===== src/rtl/wallace_pkg.sv =====
// Shared constants, carry-save pair type and reduction-depth helpers for the Wallace multiplier.
// WALLACE_MUL_SIGNED_EN adds the Baugh-Wooley constant row to the partial-product count.
package wallace_pkg;
  localparam int MUL_LATENCY = 3;
  localparam int MAX_WIDTH   = 32;
`ifdef WALLACE_MUL_SIGNED_EN
  localparam int PP_EXTRA = 1;
`else
  localparam int PP_EXTRA = 0;
`endif

  // Rows are zero-extended to the widest legal product.
  typedef struct packed {
    logic [2*MAX_WIDTH-1:0] sum;
    logic [2*MAX_WIDTH-1:0] carry;
  } csa_pair_t;

  // One 3:2 level turns each full group of three rows into two.
  function automatic int rows_after(input int rows);
    return 2 * (rows / 3) + rows % 3;
  endfunction

  function automatic int rows_at(input int width, input int level);
    int r;
    r = width + PP_EXTRA;
    for (int i = 0; i < level; i++) r = rows_after(r);
    return r;
  endfunction

  function automatic int reduce_levels(input int width);
    int r;
    int n;
    r = width + PP_EXTRA;
    n = 0;
    while (r > 2) begin
      r = rows_after(r);
      n++;
    end
    return n;
  endfunction
endpackage


===== src/rtl/wallace_csa_tree.sv =====
// Combinational partial-product array and Wallace 3:2 reduction down to a sum/carry pair.
// WALLACE_MUL_SIGNED_EN enables Baugh-Wooley inversion and correction constants.
module full_adder (
  input  logic a,
  input  logic b,
  input  logic ci,
  output logic s,
  output logic co
);
  assign s  = a ^ b ^ ci;
  assign co = (a & b) | (a & ci) | (b & ci);
endmodule

module wallace_csa_tree
  import wallace_pkg::*;
#(
  parameter int WIDTH = 12
) (
  input  logic [WIDTH-1:0] a,
  input  logic [WIDTH-1:0] b,
  input  logic             signed_mode,
  output csa_pair_t        csa
);
  localparam int PW = 2 * WIDTH;
  localparam int R0 = WIDTH + PP_EXTRA;
  localparam int LV = reduce_levels(WIDTH);

  logic [PW-1:0] rows [LV+1][R0];

  for (genvar i = 0; i < WIDTH; i++) begin : g_pp
    logic [WIDTH-1:0] bits;
`ifdef WALLACE_MUL_SIGNED_EN
    for (genvar j = 0; j < WIDTH; j++) begin : g_bit
      // Only cross terms touching exactly one sign bit are inverted; the corner is not.
      if ((i == WIDTH-1) != (j == WIDTH-1)) begin : g_inv
        assign bits[j] = (a[j] & b[i]) ^ signed_mode;
      end else begin : g_pass
        assign bits[j] = a[j] & b[i];
      end
    end
`else
    assign bits = a & {WIDTH{b[i]}};
`endif
    assign rows[0][i] = PW'(bits) << i;
  end

`ifdef WALLACE_MUL_SIGNED_EN
  assign rows[0][WIDTH] = signed_mode ? ((PW'(1) << WIDTH) | (PW'(1) << (PW-1))) : '0;
`else
  logic unused_signed_mode;
  assign unused_signed_mode = signed_mode;
`endif

  for (genvar l = 0; l < LV; l++) begin : g_lvl
    localparam int NR = rows_at(WIDTH, l);
    localparam int NG = NR / 3;
    localparam int NX = NR % 3;
    localparam int NN = 2 * NG + NX;
    for (genvar g = 0; g < NG; g++) begin : g_grp
      logic [PW-1:0] s;
      logic [PW-1:0] c;
      assign c[0] = 1'b0;
      for (genvar bt = 0; bt < PW; bt++) begin : g_col
        if (bt == PW-1) begin : g_top
          // Carry out of the top column falls outside the modulo-2^PW product.
          assign s[bt] = rows[l][3*g][bt] ^ rows[l][3*g+1][bt] ^ rows[l][3*g+2][bt];
        end else begin : g_fa
          full_adder u_fa (
            .a  (rows[l][3*g][bt]),
            .b  (rows[l][3*g+1][bt]),
            .ci (rows[l][3*g+2][bt]),
            .s  (s[bt]),
            .co (c[bt+1])
          );
        end
      end
      assign rows[l+1][2*g]   = s;
      assign rows[l+1][2*g+1] = c;
    end
    for (genvar k = 0; k < NX; k++) begin : g_fwd
      assign rows[l+1][2*NG+k] = rows[l][3*NG+k];
    end
    for (genvar k = NN; k < R0; k++) begin : g_zero
      assign rows[l+1][k] = '0;
    end
  end

  assign csa.sum   = (2*MAX_WIDTH)'(rows[LV][0]);
  assign csa.carry = (2*MAX_WIDTH)'(rows[LV][1]);
endmodule


===== src/rtl/wallace_mul_pipe.sv =====
// Three-stage pipelined Wallace multiplier with bubble-collapsing valid/ready and a tag sideband.
// WALLACE_MUL_SIGNED_EN honours in_signed per transaction; otherwise all products are unsigned.
module wallace_mul_pipe
  import wallace_pkg::*;
#(
  parameter int WIDTH = 12,
  parameter int TAG_W = 4
) (
  input  logic               clk,
  input  logic               rst,
  input  logic               in_valid,
  output logic               in_ready,
  input  logic [WIDTH-1:0]   in_a,
  input  logic [WIDTH-1:0]   in_b,
  input  logic               in_signed,
  input  logic [TAG_W-1:0]   in_tag,
  output logic               out_valid,
  input  logic               out_ready,
  output logic [2*WIDTH-1:0] out_prod,
  output logic [TAG_W-1:0]   out_tag
);
  logic v1, v2, v3;
  logic ready1, ready2, ready3;
  logic [WIDTH-1:0]   s1_a, s1_b;
  logic [TAG_W-1:0]   s1_tag, s2_tag;
  logic [2*WIDTH-1:0] s2_sum, s2_carry;
  logic               tree_signed;
  csa_pair_t          csa;

  assign ready3    = !v3 | out_ready;
  assign ready2    = !v2 | ready3;
  assign ready1    = !v1 | ready2;
  assign in_ready  = ready1;
  assign out_valid = v3;

`ifdef WALLACE_MUL_SIGNED_EN
  logic s1_signed;
  always_ff @(posedge clk) begin
    if (rst)                      s1_signed <= 1'b0;
    else if (in_valid && ready1)  s1_signed <= in_signed;
  end
  assign tree_signed = s1_signed;
`else
  logic unused_signed;
  assign unused_signed = in_signed;
  assign tree_signed   = 1'b0;
`endif

  wallace_csa_tree #(.WIDTH(WIDTH)) u_tree (
    .a           (s1_a),
    .b           (s1_b),
    .signed_mode (tree_signed),
    .csa         (csa)
  );

  // Tree rows are zero-extended; only the low 2*WIDTH bits are meaningful.
  logic unused_csa;
  assign unused_csa = ^csa;

  always_ff @(posedge clk) begin
    if (rst) begin
      v1       <= 1'b0;
      v2       <= 1'b0;
      v3       <= 1'b0;
      s1_a     <= '0;
      s1_b     <= '0;
      s1_tag   <= '0;
      s2_sum   <= '0;
      s2_carry <= '0;
      s2_tag   <= '0;
      out_prod <= '0;
      out_tag  <= '0;
    end else begin
      if (ready1) begin
        v1 <= in_valid;
        if (in_valid) begin
          s1_a   <= in_a;
          s1_b   <= in_b;
          s1_tag <= in_tag;
        end
      end
      if (ready2) begin
        v2 <= v1;
        if (v1) begin
          s2_sum   <= csa.sum[2*WIDTH-1:0];
          s2_carry <= csa.carry[2*WIDTH-1:0];
          s2_tag   <= s1_tag;
        end
      end
      if (ready3) begin
        v3 <= v2;
        if (v2) begin
          out_prod <= s2_sum + s2_carry;
          out_tag  <= s2_tag;
        end
      end
    end
  end
endmodule


===== config.mk =====
export PLATFORM = sky130hd
export DESIGN_NAME = wallace_mul_pipe
export DESIGN_NICKNAME = d
export VERILOG_FILES = /design/src/rtl/wallace_pkg.sv /design/src/rtl/wallace_csa_tree.sv /design/src/rtl/wallace_mul_pipe.sv
export SDC_FILE = /design/constraint.sdc
export NUM_CORES = 1
export LEC_CHECK = 0
export ABC_CLOCK_PERIOD_IN_PS = 4100
export BUFFER_PORTS_ARGS = -buffer_cell sky130_fd_sc_hd__clkbuf_2
export CAP_MARGIN = 20
export CORE_ASPECT_RATIO = 0.5
export CORE_MARGIN = 1
export CORE_UTILIZATION = 55
export CTS_CLUSTER_DIAMETER = 150
export DETAILED_ROUTE_END_ITERATION = 12
export PLACE_DENSITY_LB_ADDON = 0.15
export SLEW_MARGIN = 10
export SYNTH_ARGS = -nofsm -noshare
export SYNTH_HDL_FRONTEND = slang
export SYNTH_SLANG_ARGS = --single-unit

===== constraint.sdc =====
create_clock -name clk -period 4.1 [get_ports clk]
set_input_delay 0.82 -clock clk [delete_from_list [all_inputs] [get_ports clk]]
set_output_delay 0.82 -clock clk [all_outputs]
set_load 0.005 [all_outputs]

After elaboration in Yosys (flattened, before gate mapping)
Index checks and enable logic that the tools add are counted.
{ "totals": {"reg_bits": 105, "out_inout_bits": 30, "elab_cells": 815} }
{ "op_classes": {"add_sub_neg": 1, "bitwise": 797, "reduce_logical": 6} }
{ "op_table": {"columns": ["op", "n"], "rows": [
  ["$and 1x1->1", 340],
  ["$xor 1x1->1", 238],
  ["$or 1x1->1", 207],
  ["$and 12x12->12", 12],
  ["$add 24x24->24", 1],
  ["$reduce_and 2->1", 3],
  ["$logic_not 1->1", 3]
]} }

Depth between registers and ports, before layout
Gate-level depths: netlist (run 1).
{ "depth": {"word_depth": 16, "mapped_depth": 13} }

Modules after synthesis
A second synthesis (run 1) with hierarchy kept.
{ "unflattened": {"cells_unflattened": 1137, "hier_area_um2": 11387.2} }
{ "by_module_without_submodules": {"columns": ["module", "n_inst", "cells_per_inst", "area_per_inst_um2"], "rows": [
  ["wallace_mul_pipe", 1, 650, 5097.4],
  ["full_adder", 230, 1, 20.0],
  ["wallace_csa_tree", 1, 257, 1685.4]
]} }

Worst setup path before layout (run 1)
Ideal clock, no wire load.
{ "synth_timing": {"path_kind": "flip-flop to flip-flop", "start": "register s1_b[0]", "end": "register s2_sum[11]", "setup_ps": 70, "t_arrival_ps": 3480, "slack_ps": 549, "path_stages_with_launch": 11, "n_path_buf": 1, "path_cell_list": "dfxtp_1 -> clkbuf_1 -> nand2_1 -> fa_1 -> fa_1 -> fa_1 -> fa_1 -> inv_1 -> fa_1 -> nand2_1 -> a21oi_1"} }
{ "synth_via": {"elab_chain_cells": 15} }
{ "synth_lines": {"columns": ["item", "line", "rtl"], "rows": [
  ["start: declaration", "wallace_mul_pipe.sv:24", "logic [WIDTH-1:0] s1_a, s1_b;"],
  ["start signal: assignment", "wallace_mul_pipe.sv:78", "s1_b <= in_b;"],
  ["$and 12x12->12 *", "wallace_csa_tree.sv:42", "assign bits = a & {WIDTH{b[i]}};"],
  ["$and 1x1->1", "wallace_csa_tree.sv:11", "assign co = (a & b) | (a & ci) | (b & ci);"],
  ["$or 1x1->1 (2 in a row)", "wallace_csa_tree.sv:11", null],
  ["$and 1x1->1", "wallace_csa_tree.sv:11", null],
  ["$or 1x1->1 (2 in a row)", "wallace_csa_tree.sv:11", null],
  ["$and 1x1->1", "wallace_csa_tree.sv:11", null],
  ["$or 1x1->1 (2 in a row)", "wallace_csa_tree.sv:11", null],
  ["$and 1x1->1", "wallace_csa_tree.sv:11", null],
  ["$or 1x1->1 (2 in a row)", "wallace_csa_tree.sv:11", null],
  ["$xor 1x1->1 * (2 in a row)", "wallace_csa_tree.sv:10", "assign s = a ^ b ^ ci;"],
  ["net u_tree.g_lvl[4].g_grp[0].g_col[11].g_fa.u_fa.s", "wallace_csa_tree.sv:7", "output logic s,"],
  ["end signal: assignment", "wallace_mul_pipe.sv:85", "s2_sum <= csa.sum[2*WIDTH-1:0];"],
  ["end: declaration", "wallace_mul_pipe.sv:26", "logic [2*WIDTH-1:0] s2_sum, s2_carry;"]
]} }
Mark *: on every way through the listed nets, which the timed path passes. The rest lies on a longest branch.
A chain may end at the register's enable or synchronous reset.

Final worst setup path (run 1)
{ "layout_timing": {"start": "register s1_b[8]", "end": "register s2_sum[14]"} }
{ "layout_via": {"elab_chain_cells": 14} }
{ "layout_lines": {"columns": ["item", "line"], "rows": [
  ["$and 12x12->12 *", "wallace_csa_tree.sv:42"],
  ["$and 1x1->1", "wallace_csa_tree.sv:11"],
  ["$or 1x1->1 (2 in a row)", "wallace_csa_tree.sv:11"],
  ["$and 1x1->1", "wallace_csa_tree.sv:11"],
  ["$or 1x1->1 (2 in a row)", "wallace_csa_tree.sv:11"],
  ["$xor 1x1->1 (2 in a row)", "wallace_csa_tree.sv:10"],
  ["$and 1x1->1", "wallace_csa_tree.sv:11"],
  ["$or 1x1->1 (2 in a row)", "wallace_csa_tree.sv:11"],
  ["$xor 1x1->1", "wallace_csa_tree.sv:10"],
  ["$xor 1x1->1 *", "wallace_csa_tree.sv:10"],
  ["net u_tree.g_lvl[4].g_grp[0].g_col[14].g_fa.u_fa.s", "wallace_csa_tree.sv:7"]
]} }
Marks and branches as above.

==> results of run 1 <==
[per-stage QoR]
stage	instance area (µm²)	setup WS (ps)	hold WS [ps]	cells	util [%]
final	8822	258.2	454.7	1166	63.01
after global routing	8822	76.26	474.4	1166	63.01
after CTS	8822	303.9	455.2	1166	63.01
after detailed placement	8527	322.0	444.8	1150	60.90
after global placement	8527	401.7	437.6	1150	60.90
after floorplan	8139	549.2	432.1	946	-
[worst min-delay path by stage]
stage                             from      endpoint  slack, ps  cells past startpoint
after detailed placement     s2_sum[0]     s2_sum[0]        440                      2
after global placement    out_prod[17]  out_prod[17]        440                      2
after CTS                    s2_sum[0]     s2_sum[0]        460                      2
after global routing         s2_sum[2]     s2_sum[2]        470                      2
after floorplan              s1_tag[0]     s2_tag[0]        430                      2
final                        s2_sum[0]     s2_sum[0]        450                      2
[cell usage after synthesis (all sizes together), types with 2 or more instances]
master	instances	area, µm²
a2111oi	3	33.78
a211o	2	17.52
a211oi	5	37.54
a21o	7	53.80
a21oi	102	510.5
a31o	2	17.52
a31oi	3	31.28
and2	96	600.6
and3	4	26.28
and4	2	17.52
buf	5	25.02
clkbuf	52	195.2
dfxtp	105	2102
fa	103	2062
ha	51	638.1
inv	89	334.1
nand2	235	882.1
nand3	10	50.05
nand4	3	18.77
nor2	15	56.30
nor2b	3	26.27
nor3	7	35.03
o21a	5	37.54
o21ai	7	38.78
o21bai	2	15.01
o31a	2	27.53
o31ai	3	22.52
or4	2	15.01
xnor2	5	43.79
xor2	2	17.52
[layer usage]
layer	vias up	global-route usage, %	part of all wire, %
li1	3047	-	-
met1	3014	40.34	53
met2	197	36.91	39
met3	23	6.380	6.7
met4	0	6.061	1.3
met5	-	0	0
[worst max-delay path: cells and delay by family (launching register included)]
kind                     cells  cell delay (ps)
adder cells (fa/ha/maj)      5             2470
flip-flops                   1              700
AND/OR/NAND/NOR              2              310
buffers and inverters        2              150
AO/OA/AOI/OAI                1              130
[flip-flops by register name (all words and copies together), names as in the netlist, 4 cells and up]
register,flops
s1_tag,4
s2_carry,18
s1_b,12
s2_sum,24
out_prod,24
out_tag,4
s2_tag,4
s1_a,12
[power breakdown]
| group | internal (mW) | leakage (nW) | switching (mW) |
|---|---|---|---|
| registers | 1.05 | 0.853 | 0.0589 |
| logic | 0.107 | 2.85 | 0.168 |
| clock network | 0.431 | 0.147 | 0.442 |
[cells in the final DEF, fill, tap and decap left out, types with 10 or more instances in the layout]
| cell type | n |
|---|---|
| fa_1 | 103 |
| dfxtp_1 | 105 |
| nand3_1 | 10 |
| nor2_1 | 15 |
| nand2_1 | 235 |
| and2_1 | 96 |
| inv_1 | 89 |
| clkbuf_2 | 60 |
| ha_1 | 51 |
| a21oi_1 | 102 |
[final cells by class]
class	instances	area (µm²)	area share [%]
Clock buffer	9	225.2	2.553
Clock inverter	7	70.07	0.7942
Inverter	89	334.1	3.787
Multi-Input combinational cell	695	5483	62.15
Sequential cell	105	2102	23.83
Tap cell	192	240.2	2.723
Timing Repair Buffer	69	367.9	4.170
[cell families (layout without fill, tap and decap cells)]
| group | after synthesis | after routing | synth area share [%] |
|---|---|---|---|
| and+or+nand+nor | 383 | 383 | 21.75 |
| adders and majority gates | 154 | 154 | 33.17 |
| AOI/OAI and AO/OA | 151 | 151 | 11.68 |
| buffers and inverters | 146 | 174 | 6.810 |
| DFF | 105 | 105 | 25.83 |
| xor gates and xnor gates | 7 | 7 | 0.7533 |
==> results.toml, run 1 <==
[status]
status = "completed"

[cts]
postCtsSetupRepairBufs = 0
cts_resized = 0
cts.hold.buffers_added = 0
cts_buffer_depth = 2
cts_buffers = 9
clk_pin_slew_ps = 80
cts_max_level = 3
clk_latency_ps = 360
tritoncts = "yes"
cts_root_buf = "clkbuf_16"
cts_num_sinks = 105

[timing]
setup_violations = 0
rsz0062_at_grt = "false"
fin_worst_skew_ps = 11.84
finalCriticalPeriod_ps = 3842
fin_crit_sh_pct = 93.70
slew_headroom_pct = 26.14
tightest_slew_ps = 1108
max_freq_mhz = 260.3
fin_setup_tns_ps = 0
drv_slew = 0
hold_viol_final = 0

[routing]
first_pass_iters = 8
drt_wl_total_um = 18710
first_iter_violations = 476
vias = 6281
vias_per_cell = 5.387
ant_nets = 0
wl_per_cell_um = 16.05
drc_errors = 0

[global_routing]
grt_pass1_wl_um = 31140
overflow = 0
antenna_found_initial = 0
grt_pass1_vias = 6047
grt_max_degree = 108
track_usage_pct = 26.27

[critical_path]
cpMostUsedCell = "fa_1"
worstPathCellList = "and2_1 -> fa_1 -> inv_1 -> fa_1 -> fa_1 -> fa_1 -> inv_1 -> fa_1 -> nand2_1 -> a21oi_1"
crit_start = "s1_b[8]"
start_kind = "flip-flop"
critical_path_peak_fanout = 13
end_kind = "flip-flop"
slowest_delay_ps = 700
r2r_end = "s2_sum[14]"
reg2reg_slack_ps = 260
critPathArrivalTime_ps = 4120
slowest_stage = "dfxtp_1"
rr_worst_depth = 10
cp.required_ps = 4380
endpoint = "s2_sum[14]"
reg2reg_from = "s1_b[8]"
crit_type = "reg -> reg"

[synthesis]
ys.flop_type = "dfxtp_1"
synth-edff-count = 0
synth_area_um2 = 8139
yosysWarnings = 0
syn_nets = 1133
ys_seq_area_share_pct = 25.83
ys_types = 53
avgSynthCellArea_um2 = 8.604
netlist_instances = 946
synthArstFlopShare_pct = 0
synth-seq-cells = 105

[finish]
nNetsFinal = 1156
fillCellCount = 1226
area_growth_pct = 8.394
diodes = 0
drive_above_1_share_pct = 10.47

[placement]
dp_hpwl_um = 13750
globalplace.congestion = 0.8676
io_buffers = 61

[flow_run]
drv_cap = 0

[floorplan]
ios = 63
num_rows = 30
die_h_um = 88.02
die-area_um2 = 15320
start_util_pct = 58.13
coreArea_um2 = 14000
die_w_um = 174.0

[worst_hold_path]
min_path_type = "reg -> reg"

[pwr]
finalPower_mw = 2.253
irDropWorstVdd_v = 0.0001762
p_leak_nw = 3.852
powerDensity_nw_per_um2 = 255.4
No activity file was read; power rests on OpenSTA's default activity.
==> run 2, diff against run 1 <==
--- a/config.mk
+++ b/config.mk
@@ -13,7 +13,7 @@
 export CORE_UTILIZATION = 55
 export CTS_CLUSTER_DIAMETER = 150
 export DETAILED_ROUTE_END_ITERATION = 12
-export PLACE_DENSITY_LB_ADDON = 0.15
+export PLACE_DENSITY = 0.74
 export SLEW_MARGIN = 10
 export SYNTH_ARGS = -nofsm -noshare
 export SYNTH_HDL_FRONTEND = slang
==> run 2 against run 1 <==
Net effect: hold slack got worse by 0.52 ps; clock skew increased by 0.90 ps; combinational power shrank 2%; routed wire length shrank 2.2%; flip-flop and latch count unchanged; cell count is 0.17% lower; count of clock-buffer cells in the layout unchanged; clock power hardly changed; die area unchanged; register-to-register slack improved by 30 ps; highest routed layer unchanged.
==> results.toml, run 2 (synthesis gave the netlist of run 1 again) <==
[finish]
multi_input_area_um2 = 5483
nNetsFinal = 1154
final_util_pct = 62.90
diodes = 0
area_growth_pct = 8.209
layout_commonest_cell = "nand2_1"
layout_common_cells = "nand2_1 (235), dfxtp_1 (105), fa_1 (103)"
seqCellArea_um2 = 2102
fillCellCount = 1204
drive_above_1_share_pct = 10.29
reg_top3 = "out_prod x24, s2_sum x24, s2_carry x18"

[status]
status = "completed"

[critical_path]
crit_start = "s1_b[8]"
crit_type = "reg -> reg"
worstPathCellList = "and2_1 -> fa_1 -> inv_1 -> fa_1 -> fa_1 -> fa_1 -> inv_1 -> fa_1 -> nand2_1 -> a21oi_1"
slowest_stage = "dfxtp_1"
cpMostUsedCell = "fa_1"
end_kind = "flip-flop"
reg2reg_from = "s1_b[8]"
slowest_delay_ps = 690
start_kind = "flip-flop"
critical_path_peak_fanout = 13
rr_worst_depth = 10
cp.required_ps = 4380
critPathArrivalTime_ps = 4080

[timing]
tightest_slew_ps = 1080
worst_hold_slack_ps = 454.2
hold_viol_final = 0
drv_slew = 0
fin_worst_skew_ps = 12.74
rsz0062_at_grt = "false"
finalCriticalPeriod_ps = 3807
fin_setup_tns_ps = 0
max_freq_mhz = 262.7
fin_crit_sh_pct = 92.86
setup_violations = 0
slew_headroom_pct = 28.00

[global_routing]
grt_max_degree = 108
track_usage_pct = 25.42
overflow = 0
grt_pass1_vias = 5934
antenna_found_initial = 0
grt_pass1_wl_um = 30330

[routing]
drc_errors = 0
wl_per_cell_um = 15.71
vias = 6275
drt_wl_total_um = 18290
ant_nets = 0
first_pass_iters = 5
first_iter_violations = 438
vias_per_cell = 5.391

[worst_hold_path]
min_path_type = "reg -> reg"
min_path_cells = 2
min-delay-start = "out_prod[17]"

[placement]
dp_hpwl_um = 13440
io_buffers = 61
globalplace.congestion = 0.8828

[cts]
clk_latency_ps = 350
cts_buffers = 9
cts_buffer_depth = 2
cts_num_sinks = 105
cts_max_level = 3
cts.hold.buffers_added = 0
clk_pin_slew_ps = 90
cts_root_buf = "clkbuf_16"
postCtsSetupRepairBufs = 0
tritoncts = "yes"
cts_resized = 0

[pwr]
power.switching_uw = 665.1
switching_share_pct = 29.60
irDropWorstVdd_v = 0.0002123
cell_internal_pwr_mw = 1.582
p_leak_nw = 3.841
p_seq_share_pct = 49.2
powerDensity_nw_per_um2 = 255.1
combPwrFrac_pct = 12.0
p_clk_share_pct = 38.7

[flow_run]
drv_cap = 0

[floorplan]
num_rows = 30
die-area_um2 = 15320
ios = 63
start_util_pct = 58.13
coreArea_um2 = 14000
die_w_um = 174.0
die_h_um = 88.02
==> run 2: cell count changes in the layout (fill, tap and decap cells not counted) <==
cell and change:
buf_4 -2, clkinv_4 +1, inv_6 -1
==> run 2: final cells by class <==
cell class                 count  area share [%]
multi-input combinational    695           62.25
sequential                   105           23.87
timing repair buffer          67           4.006
inverter                      89           3.793
tap                          192           2.728
clock buffer                   9           2.557
clock inverter                 7          0.7956
==> run 2: power groups by stage <==
stage          sequential (mW)  combinational (mW)  clock, mW
3_3_place_gp              1.13               0.262          0
6_report                  1.11               0.270      0.871
3_5_place_dp              1.13               0.270          0
2_1_floorplan             1.08               0.217          0
4_1_cts                   1.10               0.272      0.885
5_1_grt                   1.11               0.309      0.926
==> run 2: final timing paths <==
check	to	slack (ps)
setup / recovery	s2_sum[14]	290
hold / removal	out_prod[17]	450
setup reg to reg	s2_sum[14]	290
hold reg to reg	out_prod[17]	450
==> run 2: worst max-delay path, delay by kind of cell, from the launching register on <==
family                     cells  cell delay (ps)
adders and majority gates      5             2490
DFF                            1              690
AOI/OAI and AO/OA              1              120
and+or+nand+nor                2              290
buffers and inverters          2              140
==> run 2: layer usage <==
layer | share of wire, % | global-route usage [%] | up-vias | routed length, µm
li1 | - | - | 3045 | -
met5 | 0 | 0 | - | 0
met3 | 7.2 | 5.425 | 16 | 1322
met2 | 41 | 37.53 | 212 | 7477
met1 | 51 | 38.72 | 3002 | 9348
met4 | 0.78 | 4.147 | 0 | 142
==> run 2: per-stage QoR <==
step           worst slack (ps)  total power, mW  cells  instance area (µm²)
6_report                  292.8            2.247   1164                 8807
5_1_grt                   130.5            2.346   1164                 8807
4_1_cts                   324.6            2.260   1164                 8807
3_5_place_dp              343.6            1.398   1148                 8512
3_3_place_gp              393.6            1.388   1148                 8512
2_1_floorplan             549.2            1.302    946                 8139
==> run 3, diff against run 2 <==
--- a/config.mk
+++ b/config.mk
@@ -14,6 +14,7 @@
 export CTS_CLUSTER_DIAMETER = 150
 export DETAILED_ROUTE_END_ITERATION = 12
 export PLACE_DENSITY = 0.74
+export REMOVE_ABC_BUFFERS = 1
 export SLEW_MARGIN = 10
 export SYNTH_ARGS = -nofsm -noshare
 export SYNTH_HDL_FRONTEND = slang
==> run 3 against run 2 <==
Net effect: flip-flop and latch count unchanged; die area unchanged; clock skew decreased by 4.3 ps; critical path depth decreased by 1.
==> results.toml, run 3 (synthesis gave the netlist of run 1 again) <==
[critical_path]
reg2reg_from = "s1_b[0]"
critPathArrivalTime_ps = 4020
end_kind = "flip-flop"
cp.required_ps = 4380
slowest_stage = "dfxtp_1"
critical_path_peak_fanout = 13
reg2reg_slack_ps = 360
r2r_end = "s2_sum[11]"
start_kind = "flip-flop"
rr_worst_depth = 9
slowest_delay_ps = 650
cpMostUsedCell = "fa_1"
path_buf_inv = 1
cp_top_family = "adder cells"
crit_type = "reg -> reg"
worstPathCellList = "nand2_1 -> fa_1 -> fa_1 -> fa_1 -> fa_1 -> inv_1 -> fa_1 -> nand2_1 -> a21oi_1"

[worst_hold_path]
min_path_type = "reg -> reg"
min-delay-start = "s1_tag[0]"
min_to = "s2_tag[0]"
min_path_cells = 2

[floorplan]
num_rows = 30
ios = 63
die_w_um = 174.0
start_util_pct = 58.13
coreArea_um2 = 14000
die-area_um2 = 15320
die_h_um = 88.02

[cts]
cts_max_level = 3
cts_num_sinks = 105
cts_buffers = 9
cts_buffer_depth = 2
cts.hold.buffers_added = 0
clk_pin_slew_ps = 80
postCtsSetupRepairBufs = 0
clk_latency_ps = 350
cts_root_buf = "clkbuf_16"
tritoncts = "yes"
cts_resized = 0

[routing]
drt_wl_total_um = 17570
drc_errors = 0
vias_per_cell = 5.375
first_iter_violations = 355
vias = 6283
wl_per_cell_um = 15.03
first_pass_iters = 5
ant_nets = 0

[finish]
drive_above_1_share_pct = 10.75
layoutNonFillerInstCount = 1169
layout_common_cells = "nand2_1 (235), dfxtp_1 (105), fa_1 (103)"
area_growth_pct = 8.962
nNetsFinal = 1159
layout_commonest_cell = "nand2_1"
reg_top3 = "out_prod x24, s2_sum x24, s2_carry x18"
fillCellCount = 1230
final_util_pct = 63.34
diodes = 0

[timing]
setup_violations = 0
tightest_slew_ps = 839.4
max_freq_mhz = 267.4
hold_viol_final = 0
fin_setup_tns_ps = 0
rsz0062_at_grt = "false"
fin_worst_skew_ps = 8.426
finalCriticalPeriod_ps = 3739
drv_slew = 0
worst_slack_ps = 360.6
fin_crit_sh_pct = 91.21
slew_headroom_pct = 44.04

[global_routing]
grt_pass1_wl_um = 29770
grt_max_degree = 81
antenna_found_initial = 0
grt_pass1_vias = 6126
overflow = 0
track_usage_pct = 24.69

[flow_run]
drv_cap = 0

[placement]
globalplace.congestion = 0.8572
dp.cells = 1152
dp_slack_ps = 334.8
dp_hpwl_um = 13240
io_buffers = 61

[pwr]
switching_share_pct = 28.48
powerDensity_nw_per_um2 = 253.7
cell_internal_pwr_mw = 1.609
power.switching_uw = 640.9
p_seq_share_pct = 49.0
irDropWorstVdd_v = 0.0001984
p_leak_nw = 3.876
p_clk_share_pct = 39.1
combPwrFrac_pct = 11.9

[status]
status = "completed"
run 3: metal layers:
layer | wire [µm] | track usage [%]
met2 | 7550 | 40.18
met1 | 9007 | 35.05
met3 | 817 | 3.646
met4 | 197 | 6.140
met5 | 0 | 0
run 3: layout make-up:
cell class              instances  area (µm²)  share of cell area (%)
inverters                      89       334.1                   3.767
repair buffers                 72       410.4                   4.628
well taps                     192       240.2                   2.709
multi-input cells             695        5483                   61.82
flip-flops and latches        105        2102                   23.70
clock inverters                 5       46.29                  0.5220
clock buffers                  11       252.7                   2.850
run 3: worst reg2reg max path, delay by kind of cell (launching register included):
kind / cells / cell delay (ps)
buffers and inverters: 1 / 50
adders and majority gates: 5 / 2620
AOI/OAI and AO/OA: 1 / 120
DFF: 1 / 650
and+or+nand+nor: 2 / 220
run 3: how the worst max path moves through the flow:
stage / startpoint / endpoint / cells past startpoint
after floorplan: s1_b[0] / s2_sum[11] / 9
after global placement: s1_b[0] / s2_sum[10] / 9
after detailed placement: s1_b[0] / s2_sum[10] / 9
after CTS: s1_b[0] / s2_sum[10] / 9
after global routing: s1_b[0] / s2_sum[10] / 9
final: s1_b[0] / s2_sum[11] / 9
run 3: through the flow:
step | hold slack, ps | power (mW) | area, µm²
3_3_place_gp | 437.5 | 1.380 | 8542
4_1_cts | 454.9 | 2.261 | 8841
6_report | 448.9 | 2.250 | 8869
5_1_grt | 466.1 | 2.361 | 8869
2_1_floorplan | 426.0 | 1.276 | 7919
3_5_place_dp | 444.4 | 1.390 | 8542
run 3: power groups by stage:
stage          registers [mW]  logic [mW]  clock network, mW
6_report                 1.10       0.267              0.880
4_1_cts                  1.10       0.267              0.892
5_1_grt                  1.11       0.310              0.943
2_1_floorplan            1.10       0.175                  0
3_3_place_gp             1.12       0.257                  0
3_5_place_dp             1.13       0.264                  0
